File: config.mk
export PLATFORM = sky130hd
export DESIGN_NAME = button_debounce
export DESIGN_NICKNAME = d
export VERILOG_FILES = /design/src/rtl/button_debounce.sv
export SDC_FILE = /design/constraint.sdc
export NUM_CORES = 1
export LEC_CHECK = 0
export CAP_MARGIN = 30
export CORE_MARGIN = 3
export CORE_UTILIZATION = 29
export CTS_BUF_LIST = sky130_fd_sc_hd__clkbuf_8 sky130_fd_sc_hd__clkbuf_16
export CTS_CLUSTER_DIAMETER = 50
export DETAILED_ROUTE_END_ITERATION = 8
export GPL_TIMING_DRIVEN = 0
export SLEW_MARGIN = 15
export SYNTH_ARGS = -nofsm -noshare
export SYNTH_HDL_FRONTEND = slang
export SYNTH_SLANG_ARGS = --single-unit
File: constraint.sdc
create_clock -name clk -period 4.8 [get_ports clk]
set_input_delay 0.48 -clock clk [delete_from_list [all_inputs] [get_ports clk]]
set_output_delay 0.48 -clock clk [all_outputs]
set_load 0.01 [all_outputs]
File: src/rtl/button_debounce.sv
// button_debounce: synchronises and debounces a push-button, emitting a clean level plus press/release pulses.
// Optional long-press pulse under BUTTON_DEBOUNCE_LONG_PRESS_EN; release pulse port is release_pulse (release is a reserved word).
module button_debounce #(
  parameter int DEBOUNCE_WIDTH = 14,
  parameter int LONG_WIDTH     = 20,
  parameter bit ACTIVE_LOW     = 1
) (
  input  logic clk,
  input  logic rst_n,
  input  logic button_raw,
  output logic button_clean,
  output logic press,
  output logic release_pulse,
  output logic long_press
);
  typedef enum logic [1:0] {UP, WAIT_DN, DOWN, WAIT_UP} state_t;
  state_t state;
  logic s1, s2, p;
  logic [DEBOUNCE_WIDTH-1:0] cnt;
  assign p = s2 ^ ACTIVE_LOW;
  always_ff @(posedge clk) begin
    if (!rst_n) begin
      s1 <= ACTIVE_LOW;
      s2 <= ACTIVE_LOW;
      state <= UP;
      cnt <= '0;
      button_clean <= 1'b0;
      press <= 1'b0;
      release_pulse <= 1'b0;
    end else begin
      s1 <= button_raw;
      s2 <= s1;
      press <= 1'b0;
      release_pulse <= 1'b0;
      case (state)
        UP: if (p) begin
          state <= WAIT_DN;
          cnt <= '0;
        end
        WAIT_DN: if (!p) begin
          state <= UP;
          cnt <= '0;
        end else if (cnt != '1) cnt <= cnt + 1'b1;
        else begin
          state <= DOWN;
          press <= 1'b1;
          button_clean <= 1'b1;
        end
        DOWN: if (!p) begin
          state <= WAIT_UP;
          cnt <= '0;
        end
        default: if (p) begin
          state <= DOWN;
          cnt <= '0;
        end else if (cnt != '1) cnt <= cnt + 1'b1;
        else begin
          state <= UP;
          release_pulse <= 1'b1;
          button_clean <= 1'b0;
        end
      endcase
    end
  end
`ifdef BUTTON_DEBOUNCE_LONG_PRESS_EN
  logic [LONG_WIDTH-1:0] lcnt;
  logic long_done, new_press, enter_down;
  always_comb begin
    new_press = state == WAIT_DN && p && cnt == '1;
    enter_down = new_press || (state == WAIT_UP && p);
  end
  // long_done survives bounces back into DOWN so a single hold fires only once
  always_ff @(posedge clk) begin
    if (!rst_n) begin
      lcnt <= '0;
      long_done <= 1'b0;
      long_press <= 1'b0;
    end else begin
      long_press <= 1'b0;
      if (enter_down) lcnt <= '0;
      if (new_press) long_done <= 1'b0;
      if (state == DOWN) begin
        if (lcnt != '1) lcnt <= lcnt + 1'b1;
        else if (!long_done) begin
          long_press <= 1'b1;
          long_done <= 1'b1;
        end
      end
    end
  end
`else
  assign long_press = 1'b0;
`endif
endmodule

# Word level (Yosys, flattened, before mapping)
# Cells that the tools add are included.
[classes] n_lt_le_gt_ge=0 muxes=19 n_bitwise=5 reduce_logical=8 div=0 n_shift=0 n_addsub=1 n_eq_ne=8 mul=0
[op_table] cell="14-bit 2-to-1 mux" n=5
[op_table] cell="14-bit one-hot mux with 3 select lines" n=1
[op_table] cell="14-bit by 1-bit adder with 14-bit output (second input constant)" n=1
[op_table] cell="14-bit != test (second input constant)" n=1
[op_table] cell="2-bit 2-to-1 mux" n=6
[op_table] cell="4-bit AND reduction" n=2
[op_table] cell="2-bit != test (second input constant)" n=3
[op_table] cell="2-bit one-hot mux with 3 select lines" n=1
[op_table] cell="1-bit 2-to-1 mux" n=5
[op_table] cell="1-bit NOT" n=5
[op_table] cell="5-bit OR reduction" n=1
[op_table] cell="4-bit by 2-bit != test with 1-bit output (second input constant)" n=1
[op_table] cell="3-bit != test (second input constant)" n=1
[op_table] cell="3-bit OR reduction" n=1
[op_table] cell="2-bit by 1-bit == test with 1-bit output (second input constant)" n=1
[op_table] cell="2-bit == test (second input constant)" n=1
[op_table] cell="2-bit zero test" n=1
[op_table] cell="1-bit one-hot mux with 2 select lines" n=1
[op_table] cell="2-bit AND reduction" n=1
[op_table] cell="2-bit nonzero test" n=1
[op_table] cell="2-bit OR reduction" n=1
[word_totals] ram_bits=0 inputBits=3 mem_bits_ro=0 register_bits=21 latch_bits=0 n_memories=0

# Depth between registers and ports, before layout
[logic_depth] word_depth=4 ltp_mapped=6 ltp_nobuf=6

# Worst setup path before layout
# No wires, ideal clock.
[synth_timing] path_type="register to register" startpoint="reg state[0]" endpoint="reg cnt[7]" period_less_slack_ps=2071 required_time_ps=4730 arrival_ps=2001 stages_incl_launch_ff=7 path_slack_ps=2729 path_buffers=0 path_cell_list="dfxtp_1 inv_1 ha_1 mux2_4 or3_4 or4_1 a21oi_1"
[synth_between] elab_chain_cells=3 word_cells_on_any_way=7 classes_between="eq/ne (4); mux (1); reduce/logical (2)"
[synth_rtl] element="from (decl)" line_no="17" source="state_t state;"
[synth_rtl] element="from (signal assigned)" line_no="25" source="state <= UP;"
[synth_rtl] element="from (signal assigned)" line_no="37" source="state <= WAIT_DN;"
[synth_rtl] element="from (signal assigned)" line_no="41" source="state <= UP;"
[synth_rtl] element="2-bit == test / 2-bit zero test (equally long branches)" line_no="35" source="case (state)"
[synth_rtl] element="2-bit != test (no source line)"
[synth_rtl] element="2-bit AND reduction (no source line)"
[synth_rtl] element="to (signal assigned)" line_no="43" source="end else if (cnt != '1) cnt <= cnt + 1'b1;"
[synth_rtl] element="to (signal assigned)" line_no="56" source="end else if (cnt != '1) cnt <= cnt + 1'b1;"
[synth_rtl] element="to (decl)" line_no="19" source="logic [DEBOUNCE_WIDTH-1:0] cnt;"
# Several ways; a longest one is shown, not always the timed one.
# A chain may end at the register's enable or synchronous reset.

# Final worst setup path
[layout_timing] startpoint="reg state[0]" endpoint="reg cnt[3]"
# Same word-level chain as after synthesis.

==> results.md <==
* Clk pwr share at 32.0%
* DP Worst Slack at 2.529 ns
* Register area share after synthesis at 35.67%
* Final core occ at 35.14%
* Lkg Pwr at 0.4501 nW
* FILL cells at 405
* Post-DP HPWL at 1826 um
* Net Sw Frac at 28.81%
* Register bit total from synthesis at 21
* Part of the power in registers at 50.3%
* Num rows at 22
* IO buf count at 5
* Worst hold path cell count at 1
* H-tree Lvls at 1
* N_diodes at 0
* Slew headroom at 38.17%
* Starting density of the core at 31.03%
* Kind of end point of the critical path: flip-flop
* Clock transition at the registers of the reported paths at 0.08 ns
* GR Overflow Total at 0
* Fin crit period at 2.303 ns
* Nets at 154
* Worst Path Arrival at 2.50 ns
* Library cells used by synthesis at 44
* Max stage delay on crit path at 0.53 ns
* Routability cong. at 0.8608
* RSZ-0062 raised after global routing: false
* Req. time, crit path at 5.00 ns
* Area grow syn2layout at 13.27%
* Syn_nets at 144
* Die Span X at about 70 um
* Gate power share at 17.7%
* Fmax achieved at 0.4342 GHz
* Post-DRT Antenna Nets at 0
* Tcrit/Tclk final at roughly 48%
* TNS Setup at 0 ns
* # IOs at 7
* Core box area at ~3800 um^2
* CTS-repair resized insts at 0
* Synth Flop Type: dfxtp_1
* Clock Tree Buf Depth at 2
* Fin. Hold Viols at 0
* PD cells at 276.1 nW/um^2
* Synth area leader: dfxtp_1
* Full die area at 4865 um^2
* Mapped cell area at between 1000 and 1500 um^2
* Status: completed
* IR Drop Worst-Case VDD at 0.0001440 V
* Cells after Synth at 136
* Final Skew at 0.005606 ns
* Synth top area cells: dfxtp_1 36%, ha_1 5.3%, a21oi_1 3.4%
* Max Slew Vio Count at 0
* Actual slew at the worst max-slew pin at 0.9155 ns
* Iteration-0 DRC Markers at 42
* Routed len/inst at 12.92 um
* DRC viols at 0
* Final worst slack at about 2.5 ns
* Asr flop ratio synth at 0%
* Slowest CP cell: mux2i_1
* Yosys warns at 0
* Reg2reg path depth at 6
* Drt pass-1 iters at 4
* Via count of the first global-routing pass at 1,023
* Cts bufs inserted at 3
* Initial antenna violation count at 0
* CP Max Fanout at 8
* Chip height at ~70 um
* Critical path class: flip-flop to flip-flop
* Hold Buf Count CTS at 0
* Crit path cell chain: inv_1 -> ha_1 -> mux2i_1 -> o41ai_1 -> or3_1 -> a21oi_1
* Post-synth EDFFs at 0
* Largest net degree at the start of global routing at 13
* Clk sinks at 21
* Startpoint Class: flip-flop
* Avg Inst Size Synth at 8.666 um^2
* Hold Slack at 0.4220 ns
* P_sw at between 0.0001 and 0.00015 W
* Via count at about 1,100
* Hold Path Class: flip-flop to flip-flop
* CTS root buffer: clkbuf_8
* Latest clock arrival within the worst-skew pair at 0.27 ns
* Number of vias per cell at 5.528
* Final setup fails at 0
* Synth top area share at between 30% and 40%
* Final WL at between 2000 and 2500 um
* Post-CTS Setup Repair Bufs at 0
* Layout cells sized above 1 at 13.10%
* Max-Cap Viols at 0
* Total track usage at 10.70%
* CTS tree: yes
* First-pass GRT wire length at about 4400 um
* Internal power at 0.0002624 W
[layer usage]
layer / global-route usage [%] / routed length (um) / up-vias / part of all wire (%)
met2: 18.01 / 1153 / 8 / 46
met4: 2.766 / 19 / 0 / 0.76
met3: 3.623 / 75 / 4 / 3.0
li1: - / - / 536 / -
met1: 13.04 / 1245 / 519 / 50
met5: 0 / 0 / - / 0
[final timing paths]
kind,slack (ns),from,end
worst max-delay path,2.50,state[0],cnt[3]
worst min-delay path,0.42,s1,s2
worst max register to register,2.50,state[0],cnt[3]
worst min register to register,0.42,s1,s2
[worst max-delay path, delay by kind of cell, from the launching register on]
kind / cells / cell delay, ns
fa+ha+maj: 1 / 0.31
simple gates: 1 / 0.41
compound gates: 2 / 0.47
buf+inv: 1 / 0.12
mux: 1 / 0.53
flops: 1 / 0.39
[cell usage after synthesis (2+ instances only)]
cell type  count
a21oi_1        8
a31oi_1        3
a41oi_1        2
and3_1         2
buf_6          2
dfxtp_1       21
ha_1           5
inv_1          8
mux2i_1        2
nand2_1       10
nand2b_1       3
nand3_1        8
nand4_1        2
nor2_1         6
nor3_1         5
nor4_1         4
o2111ai_1      2
o21ai_0        7
o221a_2        2
o31ai_1        3
or3_1          4
or4_1          4
xor2_1         2
[power groups by stage]
stage	Sequential, W	Clock (W)	Combinational (W)
after detailed placement	0.000189	0	0.0000645
after global placement	0.000189	0	0.0000629
after floorplan	0.000188	0	0.0000491
final	0.000185	0.000118	0.0000651
after CTS	0.000185	0.000121	0.0000642
after global routing	0.000186	0.000129	0.0000734
[cell families (layout without fill, tap and decap cells)]
logic type	count (synthesis)	count (layout)	share of synthesized area, %
XOR/XNOR	2	2	1.486
AND/OR/NAND/NOR	57	57	28.13
flip-flops	21	21	35.67
adder cells (fa/ha/maj)	5	5	5.308
buffers and inverters	12	21	5.520
other	1	1	0.3182
multiplexers	3	3	2.972
AO/OA/AOI/OAI	35	35	20.60
[layout make-up]
type / instances / area (um^2) / area share (%)
tap: 48 / 60.06 / 4.499
clock inverter: 1 / 5.005 / 0.3749
multi-input combinational: 103 / 693.2 / 51.92
timing repair buffer: 5 / 50.05 / 3.749
clock buffer: 3 / 41.29 / 3.093
buffer: 4 / 35.03 / 2.624
inverter: 8 / 30.03 / 2.249
sequential: 21 / 420.4 / 31.49
[layout by cell type (no fill, tap or decap), types with 4 or more instances in the layout]
| cell type | count |
|---|---|
| or4_1 | 4 |
| a21oi_1 | 8 |
| nand2_1 | 10 |
| nor4_1 | 4 |
| inv_1 | 8 |
| o21ai_0 | 7 |
| or3_1 | 4 |
| nor3_1 | 5 |
| ha_1 | 5 |
| dfxtp_1 | 21 |
| clkdlybuf4s50_1 | 5 |
| nand3_1 | 8 |
| nor2_1 | 6 |
[flip-flops by register name (all words and copies together) (netlist names), named ones only]
name and cells:
release_pulse 1, s1 1, cnt 14, state 1
s2 1, press 1, button_clean 1
[per-stage QoR]
stage	std cells	cell area (um^2)	power, W
2_1_floorplan	136	1179	0.0002373
3_3_place_gp	189	1289	0.0002519
3_5_place_dp	189	1289	0.0002538
4_1_cts	193	1335	0.0003706
5_1_grt	193	1335	0.0003893
6_report	193	1335	0.0003686
No activity file was read; power rests on OpenSTA's default activity.
